--- src/rtl/maze_button_conditioner.sv ---
// Conditions four bouncy direction buttons into one-at-a-time move requests
// (sync, debounce, press detect, auto-repeat, valid/ready output slot).
module maze_button_conditioner #(
  parameter int DB_CYCLES    = 16,
  parameter int REPEAT_DELAY = 2000,
  parameter int REPEAT_RATE  = 500
) (
  input  logic       clk,
  input  logic       rst_n,
  input  logic [3:0] btn_raw,
  output logic [3:0] btn_held,
  output logic       move_valid,
  output logic [1:0] move_dir,
  input  logic       move_ready
);

  localparam int DB_W    = $clog2(DB_CYCLES);
  localparam int RPT_MAX = (REPEAT_DELAY > REPEAT_RATE) ? REPEAT_DELAY : REPEAT_RATE;
  localparam int RPT_W   = $clog2(RPT_MAX + 1);

  localparam logic [DB_W-1:0]  DB_LAST    = DB_W'(DB_CYCLES - 1);
  localparam logic [RPT_W-1:0] DELAY_LAST = RPT_W'(REPEAT_DELAY - 1);
  localparam logic [RPT_W-1:0] RATE_LAST  = RPT_W'(REPEAT_RATE - 1);

  localparam logic [0:0] RPT_WAIT_DELAY = 1'b0;
  localparam logic [0:0] RPT_WAIT_RATE  = 1'b1;

  function automatic logic [2:0] popcount4(input logic [3:0] v);
    logic [2:0] c;
    c = 3'd0;
    for (int i = 0; i < 4; i++) begin
      c = c + {2'b00, v[i]};
    end
    return c;
  endfunction

  function automatic logic [1:0] lowest_index(input logic [3:0] v);
    logic [1:0] idx;
    casez (v)
      4'b???1: idx = 2'd0;
      4'b??10: idx = 2'd1;
      4'b?100: idx = 2'd2;
      4'b1000: idx = 2'd3;
      default: idx = 2'd0;
    endcase
    return idx;
  endfunction

  logic [3:0]      sync1_r;
  logic [3:0]      sync2_r;
  logic [DB_W-1:0] db_cnt_r      [4];
  logic [DB_W-1:0] db_cnt_next_s [4];
  logic [3:0]      held_r;
  logic [3:0]      held_next_s;
  logic [3:0]      rise_s;
  logic            change_s;

  logic [RPT_W-1:0] rpt_cnt_r;
  logic [RPT_W-1:0] rpt_cnt_next_s;
  logic [0:0]       rpt_state_r;
  logic [0:0]       rpt_state_next_s;
  logic             rpt_fire_s;
  logic             single_s;
  logic [3:0]       rpt_set_s;

  logic [3:0] pending_r;
  logic [3:0] pending_next_s;
  logic       valid_r;
  logic       valid_next_s;
  logic [1:0] dir_r;
  logic [1:0] dir_next_s;
  logic       free_s;

  // Two-flop synchroniser; the first stage feeds nothing but the second.
  always_ff @(posedge clk or negedge rst_n) begin
    if (!rst_n) begin
      sync1_r <= 4'b0000;
      sync2_r <= 4'b0000;
    end else begin
      sync1_r <= btn_raw;
      sync2_r <= sync1_r;
    end
  end

  // Debounce: a level change is accepted after DB_CYCLES stable cycles.
  always_comb begin
    held_next_s = held_r;
    for (int i = 0; i < 4; i++) begin
      db_cnt_next_s[i] = '0;
      if (sync2_r[i] != held_r[i]) begin
        if (db_cnt_r[i] == DB_LAST) begin
          held_next_s[i]   = ~held_r[i];
          db_cnt_next_s[i] = '0;
        end else begin
          db_cnt_next_s[i] = db_cnt_r[i] + DB_W'(1);
        end
      end else begin
        db_cnt_next_s[i] = '0;
      end
    end
  end

  assign rise_s   = held_next_s & ~held_r;
  assign change_s = (held_next_s != held_r);

  // Debounce state registers.
  always_ff @(posedge clk or negedge rst_n) begin
    if (!rst_n) begin
      held_r <= 4'b0000;
      for (int i = 0; i < 4; i++) begin
        db_cnt_r[i] <= '0;
      end
    end else begin
      held_r <= held_next_s;
      for (int i = 0; i < 4; i++) begin
        db_cnt_r[i] <= db_cnt_next_s[i];
      end
    end
  end

  assign single_s = (popcount4(held_r) == 3'd1);

  // Auto-repeat timer: only a lone, unchanging held button keeps it running.
  always_comb begin
    rpt_cnt_next_s   = '0;
    rpt_state_next_s = RPT_WAIT_DELAY;
    rpt_fire_s       = 1'b0;
    if (change_s || !single_s) begin
      rpt_cnt_next_s   = '0;
      rpt_state_next_s = RPT_WAIT_DELAY;
    end else begin
      case (rpt_state_r)
        RPT_WAIT_DELAY: begin
          if (rpt_cnt_r == DELAY_LAST) begin
            rpt_fire_s       = 1'b1;
            rpt_state_next_s = RPT_WAIT_RATE;
          end else begin
            rpt_cnt_next_s   = rpt_cnt_r + RPT_W'(1);
            rpt_state_next_s = RPT_WAIT_DELAY;
          end
        end
        RPT_WAIT_RATE: begin
          if (rpt_cnt_r == RATE_LAST) begin
            rpt_fire_s       = 1'b1;
            rpt_state_next_s = RPT_WAIT_RATE;
          end else begin
            rpt_cnt_next_s   = rpt_cnt_r + RPT_W'(1);
            rpt_state_next_s = RPT_WAIT_RATE;
          end
        end
        default: begin
          rpt_cnt_next_s   = '0;
          rpt_state_next_s = RPT_WAIT_DELAY;
        end
      endcase
    end
  end

  assign rpt_set_s = rpt_fire_s ? held_r : 4'b0000;

  // Auto-repeat state registers.
  always_ff @(posedge clk or negedge rst_n) begin
    if (!rst_n) begin
      rpt_cnt_r   <= '0;
      rpt_state_r <= RPT_WAIT_DELAY;
    end else begin
      rpt_cnt_r   <= rpt_cnt_next_s;
      rpt_state_r <= rpt_state_next_s;
    end
  end

  assign free_s = !valid_r || move_ready;

  // Output slot: lowest pending index wins; accept and reload share an edge.
  always_comb begin
    pending_next_s = pending_r;
    valid_next_s   = valid_r;
    dir_next_s     = dir_r;
    if (free_s) begin
      if (pending_r != 4'b0000) begin
        valid_next_s   = 1'b1;
        dir_next_s     = lowest_index(pending_r);
        pending_next_s = pending_r & ~(4'b0001 << lowest_index(pending_r));
      end else begin
        valid_next_s   = 1'b0;
      end
    end else begin
      valid_next_s = valid_r;
    end
    // New events are merged after the clear so a same-edge event survives.
    pending_next_s = pending_next_s | rise_s | rpt_set_s;
  end

  // Pending set and output slot registers.
  always_ff @(posedge clk or negedge rst_n) begin
    if (!rst_n) begin
      pending_r <= 4'b0000;
      valid_r   <= 1'b0;
      dir_r     <= 2'd0;
    end else begin
      pending_r <= pending_next_s;
      valid_r   <= valid_next_s;
      dir_r     <= dir_next_s;
    end
  end

  assign btn_held   = held_r;
  assign move_valid = valid_r;
  assign move_dir   = dir_r;

endmodule

--- config.mk ---
export PLATFORM = sky130hd
export DESIGN_NAME = maze_button_conditioner
export DESIGN_NICKNAME = d
export VERILOG_FILES = /design/src/rtl/maze_button_conditioner.sv
export SDC_FILE = /design/constraint.sdc
export NUM_CORES = 1
export LEC_CHECK = 0
export ABC_AREA = 1
export CAP_MARGIN = 20
export CORE_ASPECT_RATIO = 0.5
export CORE_UTILIZATION = 45
export CTS_BUF_LIST = sky130_fd_sc_hd__clkbuf_8
export DETAILED_ROUTE_END_ITERATION = 7
export SETUP_SLACK_MARGIN = 0.02
export SYNTH_ARGS = -nofsm -noshare
export SYNTH_HDL_FRONTEND = slang
export SYNTH_SLANG_ARGS = --single-unit
--- constraint.sdc ---
create_clock -name clk -period 4.4 [get_ports clk]
set_input_delay 0.66 -clock clk [delete_from_list [all_inputs] [get_ports clk]]
set_output_delay 0.66 -clock clk [all_outputs]
set_load 0.05 [all_outputs]
# Word-level counts from Yosys, hierarchy flattened
# Index checks and enable logic that the tools add are counted.
# W data, S select, Z words.
dict set report word_totals {
  out_inout_bits 7
  ff_bits 47
  in_bits 7
}
dict set report classes {
  shifts 1
  reduce_logical 6
  n_addsub 8
  muxes 33
  n_eq_ne 15
  bitwise 11
}
# cell count
set op_table {}
lappend op_table {{$mux W4} 11}
lappend op_table {{$mux W11} 3}
lappend op_table {{$pmux W11 S2} 1}
lappend op_table {{$eq A4 B4 Y1 const B} 5}
lappend op_table {{$add A4 B1 Y4 const B} 4}
lappend op_table {{$mux W1} 13}
lappend op_table {{$add A11 B1 Y11 const B} 1}
lappend op_table {{$eq A11 B11 Y1 const B} 1}
lappend op_table {{$eq A11 B9 Y1 const B} 1}
lappend op_table {{$and A4 B4 Y4} 2}
lappend op_table {{$not A4 Y4} 2}
lappend op_table {{$or A4 B4 Y4} 2}
lappend op_table {{$pmux W2 S3} 1}
lappend op_table {{$not A1 Y1} 5}
lappend op_table {{$mux W2} 2}
lappend op_table {{$ne A1 B1 Y1} 4}
lappend op_table {{$ne A4 B4 Y1} 1}
lappend op_table {{$pmux W1 S2} 2}
lappend op_table {{$reduce_bool A4 Y1} 1}
lappend op_table {{$shl A1 B2 Y4 const A} 1}
lappend op_table {{$add A2 B1 Y3} 1}
lappend op_table {{$add A3 B1 Y3} 1}
lappend op_table {{$eq A3 B1 Y1 const B} 1}
lappend op_table {{$eq A3 B3 Y1 const B} 1}
lappend op_table {{other kinds (5)} 7}

# Logic depth before layout (Yosys ltp)
# Gate-level depths: netlist (run 1).
dict set report logic_depth {
  depth_word 11
  ltp_mapped 12
}

# Worst setup path after synthesis (run 1)
# OpenSTA, ideal clock, no wires.
dict set report synth_path {
  kind {flip-flop to flip-flop}
  start {register held_r[0], in the netlist btn_held[0]}
  end {register rpt_cnt_r[5]}
  path_slack_ps 1800
  n_path_buf 1
  synth_period_minus_slack_ps 2600
  setup_ps 71
  stages_incl_launch_ff 12
  t_arrival_ps 2529
  required_ps 4329
  cell_sequence {dfrtp_1 > inv_1 > fa_1 > inv_1 > ha_1 > ha_1 > nor2_1 > nand2_1 > nor2_1 > nand2_2 > buf_6 > nor2_1}
}
dict set report synth_between {
  elab_chain_cells 7
}
# item line
set synth_rtl {}
lappend synth_rtl {{from (decl)} 53} ;# logic [3:0] held_r;
lappend synth_rtl {{from (signal assigned)} 114} ;# held_r <= held_next_s;
lappend synth_rtl {{$add A1 B1 Y2} 32} ;# c = c + {2'b00, v[i]};
lappend synth_rtl {{$add A2 B1 Y3} 32}
lappend synth_rtl {{$add A3 B1 Y3} 32}
lappend synth_rtl {{$eq A3 B1 Y1} 121} ;# assign single_s = (popcount4(held_r) == 3'd1);
lappend synth_rtl {{$logic_not A1 Y1} 128} ;# if (change_s || !single_s) begin
lappend synth_rtl {{$logic_or A1 B1 Y1 *} 128}
lappend synth_rtl {{$mux W11 *} 128}
lappend synth_rtl {{named net rpt_cnt_next_s[5]} 59} ;# logic [RPT_W-1:0] rpt_cnt_next_s;
lappend synth_rtl {{to (signal assigned)} 167} ;# rpt_cnt_r <= rpt_cnt_next_s;
lappend synth_rtl {{to (decl)} 58} ;# logic [RPT_W-1:0] rpt_cnt_r;
# The timed path passes the listed nets; every way through them passes the cells marked *.
# A chain may end at the register's enable or synchronous reset.

# Final worst setup path (run 1)
dict set report layout_path {
  start {register held_r[0], in the netlist btn_held[0]}
  end {register rpt_cnt_r[0]}
}
# The elaborated chain is that of the path after synthesis.

==> results of run 1 <==
-- logic make-up after synthesis --
family / synth area share (%)
buf+inv: 6.26
simple gates: 22.4
fa+ha+maj: 7.30
xor+xnor: 5.27
compound gates: 4.29
flops: 54.5
-- worst reg2reg max path, cell delays in order, from the launching register on --
cell and delay, ns:
dfrtp_1 0.41, inv_1 0.11, fa_1 0.54, inv_1 0.04
ha_1 0.17, ha_1 0.27, nor2_1 0.11, nand2_1 0.05
nor2_1 0.33, nand2_2 0.23, nor2_1 0.14
-- stage by stage --
step | instances | utilization [%]
after floorplan | 236 | -
after detailed placement | 314 | 52.2
after global placement | 314 | 52.2
after global routing | 323 | 55.2
after CTS | 322 | 54.7
final | 323 | 55.2
-- sequential cells by signal (all words and copies together), names as in the netlist --
name / cells
rpt_state_r: 1
btn_held: 4
db_cnt_r: 16
sync1_r: 4
pending_r: 4
move_valid: 1
sync2_r: 4
move_dir: 2
rpt_cnt_r: 11
-- cells in the final DEF (no fill, tap or decap) --
cell	n
dfrtp_1	47
nand2_1	43
nor2_1	41
inv_1	33
nand3_1	15
a21oi_1	12
clkdlybuf4s50_1	12
ha_1	11
xnor2_1	8
xor2_1	5
clkbuf_8	5
nand4_1	4
or2_2	4
nor3_1	2
o21ai_0	2
nor2_2	1
nor2_4	1
nand3_2	1
nand2_2	1
o211ai_1	1
o21bai_1	1
a21boi_0	1
fa_1	1
clkinv_4	1
clkinv_2	1
bufinv_16	1
buf_2	1
buf_12	1
-- worst paths after layout --
check                             from            to  slack (ns)  cells past startpoint
hold / removal                   rst_n  rpt_cnt_r[5]        0.22                      1
setup / recovery           btn_held[0]  rpt_cnt_r[0]        1.91                     10
hold reg to reg             sync1_r[2]    sync2_r[2]        0.35                      0
max in group asynchronous        rst_n   db_cnt_r[1]        3.71                      2
setup reg to reg           btn_held[0]  rpt_cnt_r[0]        1.91                     10
min in group clk            sync1_r[2]    sync2_r[2]        0.35                      0
-- layer usage --
| metal | part of all wire [%] | track usage (%) | up-vias |
|---|---|---|---|
| met5 | 0 | 0 | - |
| met4 | 2.2 | 9.42 | 0 |
| met3 | 2.9 | 4.92 | 8 |
| met2 | 43 | 24.6 | 8 |
| met1 | 52 | 22.4 | 677 |
| li1 | - | - | 775 |
-- synth_stat cells --
| cell type | number | area (um^2) |
|---|---|---|
| dfrtp_1 | 47 | 1180 |
| nand2_1 | 43 | 161 |
| nor2_1 | 41 | 154 |
| inv_1 | 33 | 124 |
| nand3_1 | 15 | 75.1 |
| a21oi_1 | 12 | 60.1 |
| ha_1 | 11 | 138 |
| xnor2_1 | 8 | 70.1 |
| xor2_1 | 5 | 43.8 |
| nand4_1 | 4 | 25.0 |
| or2_2 | 4 | 25.0 |
| nor3_1 | 2 | 10.0 |
| o21ai_0 | 2 | 10.0 |
| a21boi_0 | 1 | 7.51 |
| buf_6 | 1 | 11.3 |
| fa_1 | 1 | 20.0 |
| nand2_2 | 1 | 6.26 |
| nand3_2 | 1 | 10.0 |
| nor2_2 | 1 | 6.26 |
| nor2_4 | 1 | 11.3 |
| o211ai_1 | 1 | 7.51 |
| o21bai_1 | 1 | 7.51 |
-- power by group --
group | switching [mW] | leakage [nW] | total, mW | internal (mW)
sequential | 0.0114 | 0.623 | 0.462 | 0.451
clock | 0.150 | 0.0581 | 0.320 | 0.169
combinational | 0.0488 | 0.536 | 0.0778 | 0.0290
total | 0.211 | 1.22 | 0.859 | 0.649
-- final cells by class --
type	instances	area, um^2
Timing Repair Buffer	14	145
Clock buffer	5	68.8
Inverter	33	124
Sequential cell	47	1180
Fill cell	427	2020
Clock inverter	3	43.8
Tap cell	66	82.6
Multi-Input combinational cell	155	848
==> run_results.csv, run 1 <==
group,metric,value,unit
run_status,run_status,"finished, final reports clean",
setup_path,cp_cell_sequence,"inv_1 > fa_1 > inv_1 > ha_1 > ha_1 > nor2_1 > nand2_1 > nor2_1 > nand2_2 > nor2_1",
synthesis,ys_types,22,
timing,setup_viol,0,
grt,grt_pass1_vias,1407,
cts,numClockSinks,47,
final_layout,synthToLayoutAreaGrowth,15.2,%
setup_path,cp_slowest_cell,"fa_1",
place,post-place-ws,1.88,ns
setup_path,start_kind,"flip-flop",
timing,setup_slack,1.91,ns
cts,cts_hold_buffers,0,
setup_path,worstSetupPathType,"reg -> reg",
floorplanning,io_pins,14,
floorplanning,rows,17,
cts,cts_buffer_depth,2,
grt,grt_pass1_wl,6320,um
grt,grt_use_total,16.8,%
cts,root_buffer,"clkbuf_8",
power,fin_total_pwr,0.859,mW
cts,cts_setup_buffers,0,
synthesis,synth_area,2160,um^2
setup_path,crit_fanout,11,
setup_path,crit_path_max_incr_delay,0.54,ns
min_path,hp-class,"in -> async",
power,leakagePower,1.22,nW
synthesis,syn_nets,255,
cts,clkTransAtPathRegs,0.09,ns
final_layout,n_antenna_cell,0,
grt,antenna_found_initial,0,
power,vdd_drop_max,0.143,mV
setup_path,end_kind,"flip-flop",
detailed_routing,vias,1468,
detailed_routing,antenna_left,0,
setup_path,crit_top_cell,"nor2_1",
detailed_routing,route.detailed.drc,0,
timing,fin_setup_tns,0,ns
synthesis,yosysWarnings,0,
detailed_routing,drtIter0Drc,32,
cts,cts_resized,0,
detailed_routing,dr.pass1.iters,4,
timing,clock-skew-final,0.00637,ns
detailed_routing,wirelength,3430,um
timing,fin_crit,2.49,ns
final_layout,nets,275,
floorplanning,fp.dieArea,5100,um^2
setup_path,cp.arrival,2.73,ns
floorplanning,initial_utilization,47.9,%
cts,numCtsBuffers,5,
synthesis,ys_seq_elements,47,
place,dp_hpwl,2520,um
timing,maxSlewHeadroom,65.8,%
synthesis,seq_area_frac_synth,54.5,%
final_layout,stdcell_area,2490,um^2
cts,clk_latency,0.31,ns
floorplanning,die_w,100,um
setup_path,cpLargestDelayFamily,"adder cells",
detailed_routing,wl_per_cell,10.6,um
floorplanning,dieHeight,51.0,um
setup_path,path_buf_inv,2,
timing,whs,0.221,ns
timing,finalMaxSlewViolations,0,
synthesis,netlist_instances,236,
timing,hold_violations,0,
job,maxCapViolCount,0,
floorplanning,core_region_area,4510,um^2
final_layout,drive_above_1_share,7.00,%
setup_path,worstPathRequired,4.64,ns
place,numPortBuffers,13,
synthesis,synth.avg_cell_area,9.15,um^2
power,pwr_density_cell,345,nW/um^2
grt,grt.overflow.total,0,
cts,cts_tree,"done",
place,gp_congestion,0.769,
timing,fmax,402,MHz
timing,rsz0062_at_grt,"no",
place,placed_area,2360,um^2
cts,htreeDepth,2,
timing,tightestPinTransition,0.512,ns
detailed_routing,viasPerCell,4.54,
timing,post-route-period-util,56.6,%
grt,grt_max_degree,48,
(Power assumes the default switching activity.)
==> run 2, diff against run 1 <==
- PLACE_DENSITY: not set -> 0.66
- clock period: 4.4 -> 2.15 ns (I/O delays scaled with it)
==> run 2 against run 1 <==
Wire length is 6.6% higher. Sequential cell count stayed put. Core utilization is 2.2 points higher. Register-to-register slack worse by 1.9 ns. Non-clock buffer count is 6 higher. Clock-buffer cell count is 1 higher. Highest routed layer unchanged. Via count is 3.5% higher. First-iteration DRC count is 44% lower. Critical path type unchanged. Final cell count is 2.2% higher. Setup slack worse by 1.9 ns.
==> run_results.csv, run 2 (same netlist as run 1, synthesis figures left out) <==
group,metric,value,unit
run_status,run_status,"finished, final reports clean",
grt,grt_use_total,16.2,%
place,numPortBuffers,13,
floorplanning,io_pins,14,
place,placed_area,2400,um^2
setup_path,end_kind,"flip-flop",
setup_path,worstSetupPathType,"reg -> reg",
cts,htreeDepth,2,
setup_path,rr_worst_depth,11,
cts,root_buffer,"clkbuf_8",
final_layout,stdcell_area,2590,um^2
detailed_routing,wirelength,3660,um
detailed_routing,dr.pass1.iters,4,
job,maxCapViolCount,0,
timing,fin_crit,2.09,ns
setup_path,worstPathRequired,2.39,ns
cts,cts_tree,"done",
timing,whs,0.0745,ns
place,gp_congestion,0.867,
final_layout,final_cell_mix,"44 x dfrtp_1, 42 x nand2_1, 34 x nor2_1",
cts,clkTransAtPathRegs,0.08,ns
grt,grt_pass1_vias,1434,
timing,fmax,478,MHz
floorplanning,fp.dieArea,5100,um^2
final_layout,drive_above_1_share,16.3,%
final_layout,largest_reg_flops,16,
cts,cts_hold_buffers,0,
cts,numCtsBuffers,5,
power,leakagePower,1.23,nW
cts,cts_buffer_depth,2,
power,vdd_drop_max,0.381,mV
final_layout,largestRegisters,"db_cnt_r x16, rpt_cnt_r x11",
floorplanning,dieHeight,51.0,um
final_layout,top_register,"db_cnt_r",
grt,grt_pass1_wl,6250,um
setup_path,r2r_start,"btn_held[0]",
cts,clk_latency,0.29,ns
final_layout,final_common_cell,"dfrtp_1",
detailed_routing,drtIter0Drc,18,
grt,grt_max_degree,35,
setup_path,r2r_end,"pending_r[1]",
detailed_routing,viasPerCell,4.60,
timing,rsz0062_at_grt,"yes",
floorplanning,die_w,100,um
min_path,hp-class,"in -> async",
cts,numClockSinks,47,
power,pwr_density_cell,631,nW/um^2
timing,hold_violations,0,
detailed_routing,route.detailed.drc,0,
setup_path,r2r_slack,0.06,ns
grt,antenna_found_initial,0,
floorplanning,initial_utilization,47.9,%
final_layout,n_antenna_cell,0,
setup_path,cp.arrival,2.33,ns
grt,grt.overflow.total,0,
setup_path,start_kind,"flip-flop",
floorplanning,rows,17,
timing,post-route-period-util,97.4,%
timing,clock-skew-final,0.00516,ns
place,dp_hpwl,2640,um
timing,finalMaxSlewViolations,0,
floorplanning,core_region_area,4510,um^2
final_layout,synthToLayoutAreaGrowth,19.8,%
detailed_routing,antenna_left,0,
setup_path,crit_fanout,7,
timing,maxSlewHeadroom,51.9,%
detailed_routing,wl_per_cell,11.1,um
final_layout,nets,282,
timing,tightestPinTransition,0.721,ns
timing,setup_viol,0,
detailed_routing,vias,1519,
## run 2: changes by cell type in the layout (fill, tap and decap cells not counted), sizes merged
cell	delta
clkbuf	+1
clkinv	-1
inv	+1
buf	+6
nand2	+1
bufinv	-1
## run 2: critical path, stage by stage (launching register included)
cell,delay (ns)
dfrtp_2,0.37
inv_2,0.05
fa_1,0.55
inv_2,0.05
ha_4,0.15
ha_4,0.21
nor2_4,0.07
nand2_2,0.06
nor2_4,0.25
buf_6,0.14
nand3_2,0.06
nand2_1,0.06
## run 2: layout make-up
| cell class | count | area (um^2) |
|---|---|---|
| fillers | 405 | 1920 |
| flip-flops and latches | 47 | 1180 |
| multi-input cells | 156 | 928 |
| repair buffers | 20 | 181 |
| inverters | 33 | 124 |
| clock buffers | 6 | 82.6 |
| well taps | 66 | 82.6 |
| clock inverters | 2 | 8.76 |
## run 2: routing by layer
layer | track usage [%] | up-vias | part of all wire, %
met1 | 21.1 | 697 | 51
met3 | 5.75 | 4 | 3.9
li1 | - | 795 | -
met2 | 25.6 | 23 | 44
met5 | 0 | - | 0
met4 | 5.07 | 0 | 0.82
## run 2: timing repair
| item | CTS | global route |
|---|---|---|
| gates resized for setup | 1 | 16 |
| setup endpoints to repair | 3 | 15 |
| pin swaps | 0 | 5 |
| cloned | 0 | 1 |
| buffers inserted | 0 | 4 |
## run 2: worst max-delay path by stage
stage	cells after the start	slack [ns]	to	start
6_report	11	0.06	pending_r[1]	btn_held[0]
5_1_grt	10	-0.05	rpt_cnt_r[9]	btn_held[3]
4_1_cts	10	0.05	rpt_cnt_r[0]	btn_held[0]
3_5_place_dp	10	-0.002	rpt_cnt_r[0]	btn_held[0]
3_3_place_gp	10	0.08	rpt_cnt_r[0]	btn_held[0]
2_1_floorplan	11	-0.05	rpt_cnt_r[0]	btn_held[0]
## run 2: report_power, final
group          switching (mW)  internal, mW  total, mW
combinational           0.100        0.0596      0.160
sequential             0.0246         0.922      0.947
clock                   0.271         0.255      0.526
## run 2: metrics by stage
step	setup TNS (ns)	power, mW	cells	util (%)	setup WS, ns
3_5_place_dp	-0.00207	1.13	317	53.3	-0.00184
5_1_grt	-0.295	1.71	330	57.4	-0.0454
6_report	0	1.63	330	57.4	0.0562
3_3_place_gp	0	1.12	317	53.3	0.0825
4_1_cts	0	1.66	325	55.5	0.0549
2_1_floorplan	-0.317	1.05	236	-	-0.0450
